<file path="config.mk">
export PLATFORM = sky130hd
export DESIGN_NAME = mips_fetch_unit
export DESIGN_NICKNAME = d
export VERILOG_FILES = /design/src/rtl/mips_fetch_unit.sv
export SDC_FILE = /design/constraint.sdc
export NUM_CORES = 1
export LEC_CHECK = 0
export BUFFER_PORTS_ARGS = -buffer_cell sky130_fd_sc_hd__buf_2
export CAP_MARGIN = 5
export CORE_AREA = 2 2 296 298
export DETAILED_ROUTE_END_ITERATION = 8
export DIE_AREA = 0 0 298 300
export PLACE_DENSITY = 0.67
export REMOVE_ABC_BUFFERS = 1
export SYNTH_ARGS = -nofsm -noshare
export SYNTH_HDL_FRONTEND = slang
export SYNTH_SLANG_ARGS = --single-unit
export TNS_END_PERCENT = 50
</file>
<file path="constraint.sdc">
create_clock -name clock -period 3.1 [get_ports clock]
set_input_delay 0.465 -clock clock [delete_from_list [all_inputs] [get_ports clock]]
set_output_delay 0.465 -clock clock [all_outputs]
set_load 0.05 [all_outputs]
</file>
<file path="src/rtl/mips_fetch_unit.sv">
// Fetch end of the multicycle MIPS control loop: program counter, instruction
// memory and instruction register. It takes the FSM's fetch/PC controls and
// returns the opcode/funct fields for decode.
module mips_fetch_unit #(
  parameter int DEPTH = 32,
  parameter int AW    = $clog2(DEPTH)
) (
  input  logic          clock,
  input  logic          resete,
  input  logic          IRWrite,
  input  logic          PCWrite,
  input  logic          Branch,
  input  logic          zero,
  input  logic [1:0]    PCSrc,
  input  logic [31:0]   alu_result,
  input  logic [31:0]   alu_out,
  input  logic          prog_we,
  input  logic [AW-1:0] prog_addr,
  input  logic [31:0]   prog_data,
  output logic [31:0]   pc,
  output logic [31:0]   instr,
  output logic [5:0]    opcode,
  output logic [5:0]    funct,
  output logic          instr_valid,
  output logic          fault,
  output logic [15:0]   fetch_count
);

  logic [31:0]   mem [DEPTH];
  logic          pc_en;
  logic [31:0]   pc_next;
  logic [AW-1:0] index;
  logic          bad_fetch;

  assign pc_en     = PCWrite | (Branch & zero);
  assign index     = pc[AW+1:2];
  // Misaligned or beyond the memory: fetch a nop instead of aliasing.
  assign bad_fetch = (pc[1:0] != 2'b00) || (pc[31:AW+2] != '0);
  assign opcode    = instr[31:26];
  assign funct     = instr[5:0];

  // Next-PC select; jump target is built from the IR before any same-cycle fetch.
  always_comb begin
    pc_next = pc;
    case (PCSrc)
      2'b00:   pc_next = alu_result;
      2'b01:   pc_next = alu_out;
      2'b10:   pc_next = {pc[31:28], instr[25:0], 2'b00};
      default: pc_next = pc;
    endcase
  end

  // Program-load port; memory is deliberately left out of reset.
  always_ff @(posedge clock) begin
    if (prog_we) mem[prog_addr] <= prog_data;
  end

  // PC, IR and fetch bookkeeping. The IR read samples the memory before a
  // same-edge program write lands, giving read-before-write on collision.
  always_ff @(posedge clock) begin
    if (!resete) begin
      pc          <= '0;
      instr       <= '0;
      instr_valid <= 1'b0;
      fault       <= 1'b0;
      fetch_count <= '0;
    end else begin
      if (pc_en) pc <= pc_next;
      if (IRWrite) begin
        instr_valid <= 1'b1;
        if (fetch_count != 16'hFFFF) fetch_count <= fetch_count + 16'd1;
        if (bad_fetch) begin
          instr <= '0;
          fault <= 1'b1;
        end else begin
          instr <= mem[index];
        end
      end
    end
  end

endmodule

</file>
==> results.py, run 1 <==
metrics = {
    "status": {
        "outcome": "complete, no violations",
    },
    "timing": {
        "drv_slew": 0,
        "setup_slack_ns": 0.5348,
        "slew_headroom_pct": 22.44,
        "tightest_slew_ns": 1.163,
        "finalSetupTns_ns": 0,
        "timing.final.crit_share_pct": 82.75,
        "setup_violations": 0,
        "hold_violations": 0,
        "fmax_ghz": 0.3898,
        "period_minus_slack_ns": 2.565,
        "rsz0062_at_grt": "false",
        "fin_worst_skew_ns": 0.01864,
    },
    "cells_and_area": {
        "nets": 2657,
        "final_common_cell": "edfxtp_1",
        "utilization_pct": 57.45,
        "fin_cells": 3791,
        "fillCellCount": 6412,
        "final_cell_mix": "edfxtp_1 (1024), mux2i_1 (210), buf_2 (204)",
        "syn_to_final_growth_pct": 15.54,
        "drive_gt1_share_pct": 25.55,
    },
    "clocking": {
        "clkLatencyLatePin_ns": 0.67,
        "cts_made_buffers": 109,
        "clockRootBuffer": "clkbuf_16",
        "cts_setup_buffers": 0,
        "ctsHoldBuffers": 0,
        "cts_tree": "built",
        "htreeDepth": 3,
        "clkTransAtPathRegs_ns": 0.06,
        "cts_resized": 0,
        "clock_sinks": 1111,
        "clockBufferDepth": 3,
    },
    "pwr": {
        "power_leakage_nw": 15.65,
        "power_density_nw_per_um2": 640.5,
        "peakVddDrop_uv": 474.2,
        "power_mw": 31.72,
    },
    "floorplanning": {
        "die_area_um2": 89400,
        "coreArea_um2": 86210,
        "num_rows": 108,
        "ios": 204,
        "initial_core_util_pct": 49.72,
        "die_w_um": 298,
        "die_y_um": 300,
    },
    "worst_setup_path": {
        "path_max_fanout": 18,
        "critPathKind": "reg -> reg",
        "endpoint_kind": "register",
        "worstSetupStartpointType": "register",
        "required_ns": 3.67,
        "rrSetupSlack_ns": 0.53,
        "arrival_ns": 3.13,
    },
    "global_route": {
        "grt_pass1_vias": 23430,
        "grt.total_usage_pct": 25.08,
        "antenna_found_initial": 7,
        "grt_pass1_wl_mm": 161.9,
        "grt.overflow.total": 0,
        "grt_max_degree": 62,
    },
    "routing": {
        "drtAntennaViolNets": 0,
        "drcViolationCount": 0,
        "routed_wl_mm": 112.8,
        "drt_iter0_markers": 3073,
        "wl_per_cell_um": 29.76,
        "vias": 23640,
        "viasPerCell": 6.237,
        "firstDrtPassIters": 7,
    },
    "logic_synthesis": {
        "synth-main-ff-cell": "edfxtp_1",
        "synth_edf_count": 1024,
        "syn_avg_cell_area_um2": 18.87,
        "netlist_instances": 2271,
        "yosys.area.top_type": "edfxtp_1",
        "yosys_warnings": 0,
        "netlist_top_cells_area": "edfxtp_1 (72%), mux4_2 (8.4%), mux2i_1 (4.9%)",
        "netlist-cell-type-count": 54,
        "async_flop_share_pct": 0,
        "ys_seq_area_share_pct": 75.80,
        "synth_area_um2": 42860,
        "ys_seq_elements": 1111,
        "synth_top_area_share_pct": 71.74,
    },
    "hold_path": {
        "min_path_type": "in -> reg",
    },
    "place": {
        "dp_cells": 3585,
        "pre_cts_ws_ns": 0.2169,
        "dp_hpwl_mm": 67.10,
        "gp_congestion": 0.9213,
        "io_buffer_count": 203,
    },
    "run": {
        "drv_cap": 0,
    },
}
-- flip-flops by register name (all words and copies together) (netlist names), named ones only --
signal,count
fault,1
fetch_count,16
instr,32
instr_valid,1
mem,1024
pc,32
-- cells in the mapped netlist, drive strengths merged (2+ instances only) --
library cell	n
and4	5
o2111ai	2
o21ai	47
nor4	8
mux4	168
xnor2	5
or3b	5
clkinv	2
clkbuf	62
a31oi	26
edfxtp	1024
inv	4
o22a	4
a22oi	26
a311oi	4
a21oi	61
or2	3
a211oi	26
a2111oi	2
nand3	16
o221ai	30
buf	85
mux2i	210
nor3b	2
a32o	26
ha	5
nor2b	6
nand2b	8
dfxtp	87
and3	3
and2	3
xor2	6
nor3	7
or3	6
nor2	135
nand3b	7
nand4	6
o22ai	58
nand2	73
-- worst paths after layout --
path	depth (start not counted)	endpoint	from
min	2	fault	resete
max reg2reg	6	instr[20]	register
max	6	instr[20]	register
min reg2reg	2	instr_valid	instr_valid
-- metrics by stage --
| stage | area [um^2] | hold slack, ns |
|---|---|---|
| global route | 49520 | 0.05954 |
| detailed placement | 46050 | 0.4564 |
| finish | 49530 | 0.06884 |
| global placement | 46050 | 0.4416 |
| CTS | 49520 | 0.03799 |
| floorplan | 42070 | 0.5639 |
-- metal layers --
layer	global-route usage (%)	up-vias	share of wire, %
li1	-	9830	-
met1	35.53	12310	40
met2	39.08	1318	46
met3	6.511	181	11
met4	6.616	4	2.3
met5	0	-	0.022
-- area by class of cell --
cell class                      count  area, um^2  share of cell area, %
Sequential cell                  1111       32500                  65.62
Multi-Input combinational cell   1007        9819                  19.83
Clock buffer                      158        3063                  6.184
Timing Repair Buffer              307        2270                  4.583
Tap cell                         1155        1445                  2.918
Clock inverter                     45       400.4                 0.8084
Inverter                            6       22.52                0.04547
Antenna cell                        2       5.005                0.01011
-- critical path, stage by stage (launching register included) --
cell,delay (ns)
dfxtp_4,0.61
buf_12,0.26
buf_12,0.20
mux4_2,0.52
mux2i_1,0.37
o21ai_1,0.17
a32o_1,0.27
-- logic make-up (layout without fill, tap and decap cells) --
group | after synthesis | count (layout) | synth area share, %
AO/OA/AOI/OAI | 317 | 317 | 4.965
XOR/XNOR | 11 | 11 | 0.2248
adder cells (fa/ha/maj) | 5 | 5 | 0.1459
buffers and inverters | 153 | 516 | 1.912
flip-flops | 1111 | 1111 | 75.80
multiplexers | 378 | 378 | 13.80
other | 0 | 2 | 0
AND/OR/NAND/NOR | 296 | 296 | 3.152
-- power by group --
group          switching [mW]  internal, mW
Clock                    5.49          7.28
Combinational            1.42         0.819
Sequential              0.132          16.6
Note: power is estimated with default switching activity, not from simulation.
==> run 2, diff against run 1 <==
Clock period 3.1 ns to 2.6 ns, I/O delays scaled along.
==> results.py, run 2 (same netlist as run 1, synthesis figures left out) <==
metrics = {
    "pwr": {
        "power_mw": 37.98,
        "comb_power_share_pct": 7.3,
        "swShare_pct": 22.30,
        "p_sw_mw": 8.469,
        "p_clk_share_pct": 40.3,
        "power_density_nw_per_um2": 758.6,
        "internal_power_mw": 29.52,
        "power_leakage_nw": 15.93,
        "seq_power_share_pct": 52.4,
        "peakVddDrop_uv": 573.9,
    },
    "place": {
        "dp_cells": 3630,
        "pre_cts_ws_ns": 0.03909,
        "dp_hpwl_mm": 69.35,
        "gp_congestion": 0.9149,
        "io_buffer_count": 203,
    },
    "floorplanning": {
        "coreArea_um2": 86210,
        "num_rows": 108,
        "die_y_um": 300,
        "die_w_um": 298,
        "die_area_um2": 89400,
        "ios": 204,
        "initial_core_util_pct": 49.72,
    },
    "clocking": {
        "clockRootBuffer": "clkbuf_16",
        "clkLatencyLatePin_ns": 0.68,
        "cts_made_buffers": 106,
        "cts_resized": 0,
        "cts_setup_buffers": 0,
        "clkTransAtPathRegs_ns": 0.06,
        "htreeDepth": 3,
        "clock_sinks": 1111,
        "cts_tree": "built",
        "clockBufferDepth": 3,
    },
    "timing": {
        "fin_worst_skew_ns": 0.03275,
        "setup_violations": 0,
        "setup_slack_ns": 0.2480,
        "tightest_slew_ns": 0.7974,
        "rsz0062_at_grt": "false",
        "timing.final.crit_share_pct": 90.46,
        "drv_slew": 0,
        "period_minus_slack_ns": 2.352,
        "fmax_ghz": 0.4252,
        "finalSetupTns_ns": 0,
        "hold_violations": 0,
        "slew_headroom_pct": 46.84,
    },
    "global_route": {
        "grt_pass1_wl_mm": 167.1,
        "antenna_found_initial": 12,
        "grt.total_usage_pct": 26.21,
        "grt_max_degree": 51,
        "grt_pass1_vias": 23650,
        "grt.overflow.total": 0,
    },
    "routing": {
        "wl_per_cell_um": 30.65,
        "viasPerCell": 6.291,
        "drtAntennaViolNets": 0,
        "routed_wl_mm": 117.6,
        "drcViolationCount": 0,
        "firstDrtPassIters": 6,
        "vias": 24130,
        "drt_iter0_markers": 3303,
    },
    "cells_and_area": {
        "top_register": "mem",
        "drive_gt1_share_pct": 26.68,
        "final_common_cell": "edfxtp_1",
        "utilization_pct": 58.08,
        "nets": 2702,
        "fin_cells": 3836,
        "top_regs": "mem x1024, instr x32, pc x32",
        "largest_reg_flops": 1024,
        "final_cell_mix": "edfxtp_1 (1024), mux2i_1 (210), buf_2 (203)",
        "syn_to_final_growth_pct": 16.81,
    },
    "worst_setup_path": {
        "critPathKind": "reg -> reg",
        "required_ns": 3.17,
        "path_max_fanout": 39,
        "rr_endpoint": "instr[1]",
        "crit_end": "instr[1]",
        "endpoint_kind": "register",
        "rr_worst_depth": 6,
        "rrSetupSlack_ns": 0.25,
        "worstSetupStartpointType": "register",
        "arrival_ns": 2.92,
    },
    "hold_path": {
        "min_path_type": "in -> reg",
        "hp-start": "alu_out[28]",
    },
    "run": {
        "drv_cap": 0,
    },
    "status": {
        "outcome": "complete, no violations",
    },
}
==> run 2: power by group through the flow <==
stage,clock [mW],combinational [mW],sequential [mW]
finish,15.3,2.76,19.9
floorplan,0,1.60,20.6
global placement,0,2.69,20.3
CTS,15.5,2.75,19.9
global route,16.2,2.92,19.9
detailed placement,0,2.74,20.3
==> run 2: stage by stage <==
stage	hold WS [ns]	area, um^2
floorplan	0.4889	42070
global placement	0.4439	46550
detailed placement	0.4486	46550
CTS	0.007441	50070
global route	0.03411	50070
finish	0.03336	50070
==> run 2: critical path, stage by stage, from the launching register on <==
cell     delay (ns)
dfxtp_4        0.56
buf_12         0.31
buf_4          0.23
mux4_2         0.29
o22ai_1        0.44
nor2_1         0.08
a32o_1         0.27
==> run 2: layer usage <==
metal  up-vias  part of all wire (%)  global-route usage, %
li1       9917                     -                      -
met1     12510                    40                  37.29
met2      1474                    46                  40.48
met3       217                    11                  6.294
met4        18                   2.9                  8.184
met5         -                  0.10                      0
==> run 2: what timing repair did <==
action                     CTS  global route
hold endpoints to repair     4             0
setup endpoints to repair    0             0
hold buffers                 4             0
==> run 2: worst min path at each step <==
stage	to	cells past startpoint	slack [ns]
after CTS	pc[28]	3	0.007
final	pc[28]	3	0.03
after global routing	pc[28]	3	0.03
after detailed placement	instr_valid	2	0.45
after floorplan	mem[0][0]	0	0.49
after global placement	instr_valid	2	0.44
==> run 2: cell type report <==
class | count | area, um^2
Clock buffer | 144 | 2918
Timing Repair Buffer | 355 | 2793
Antenna cell | 1 | 2.502
Tap cell | 1155 | 1445
Multi-Input combinational cell | 1007 | 9826
Sequential cell | 1111 | 32500
Inverter | 6 | 22.52
Clock inverter | 57 | 563.0
Fill cell | 6291 | 36140
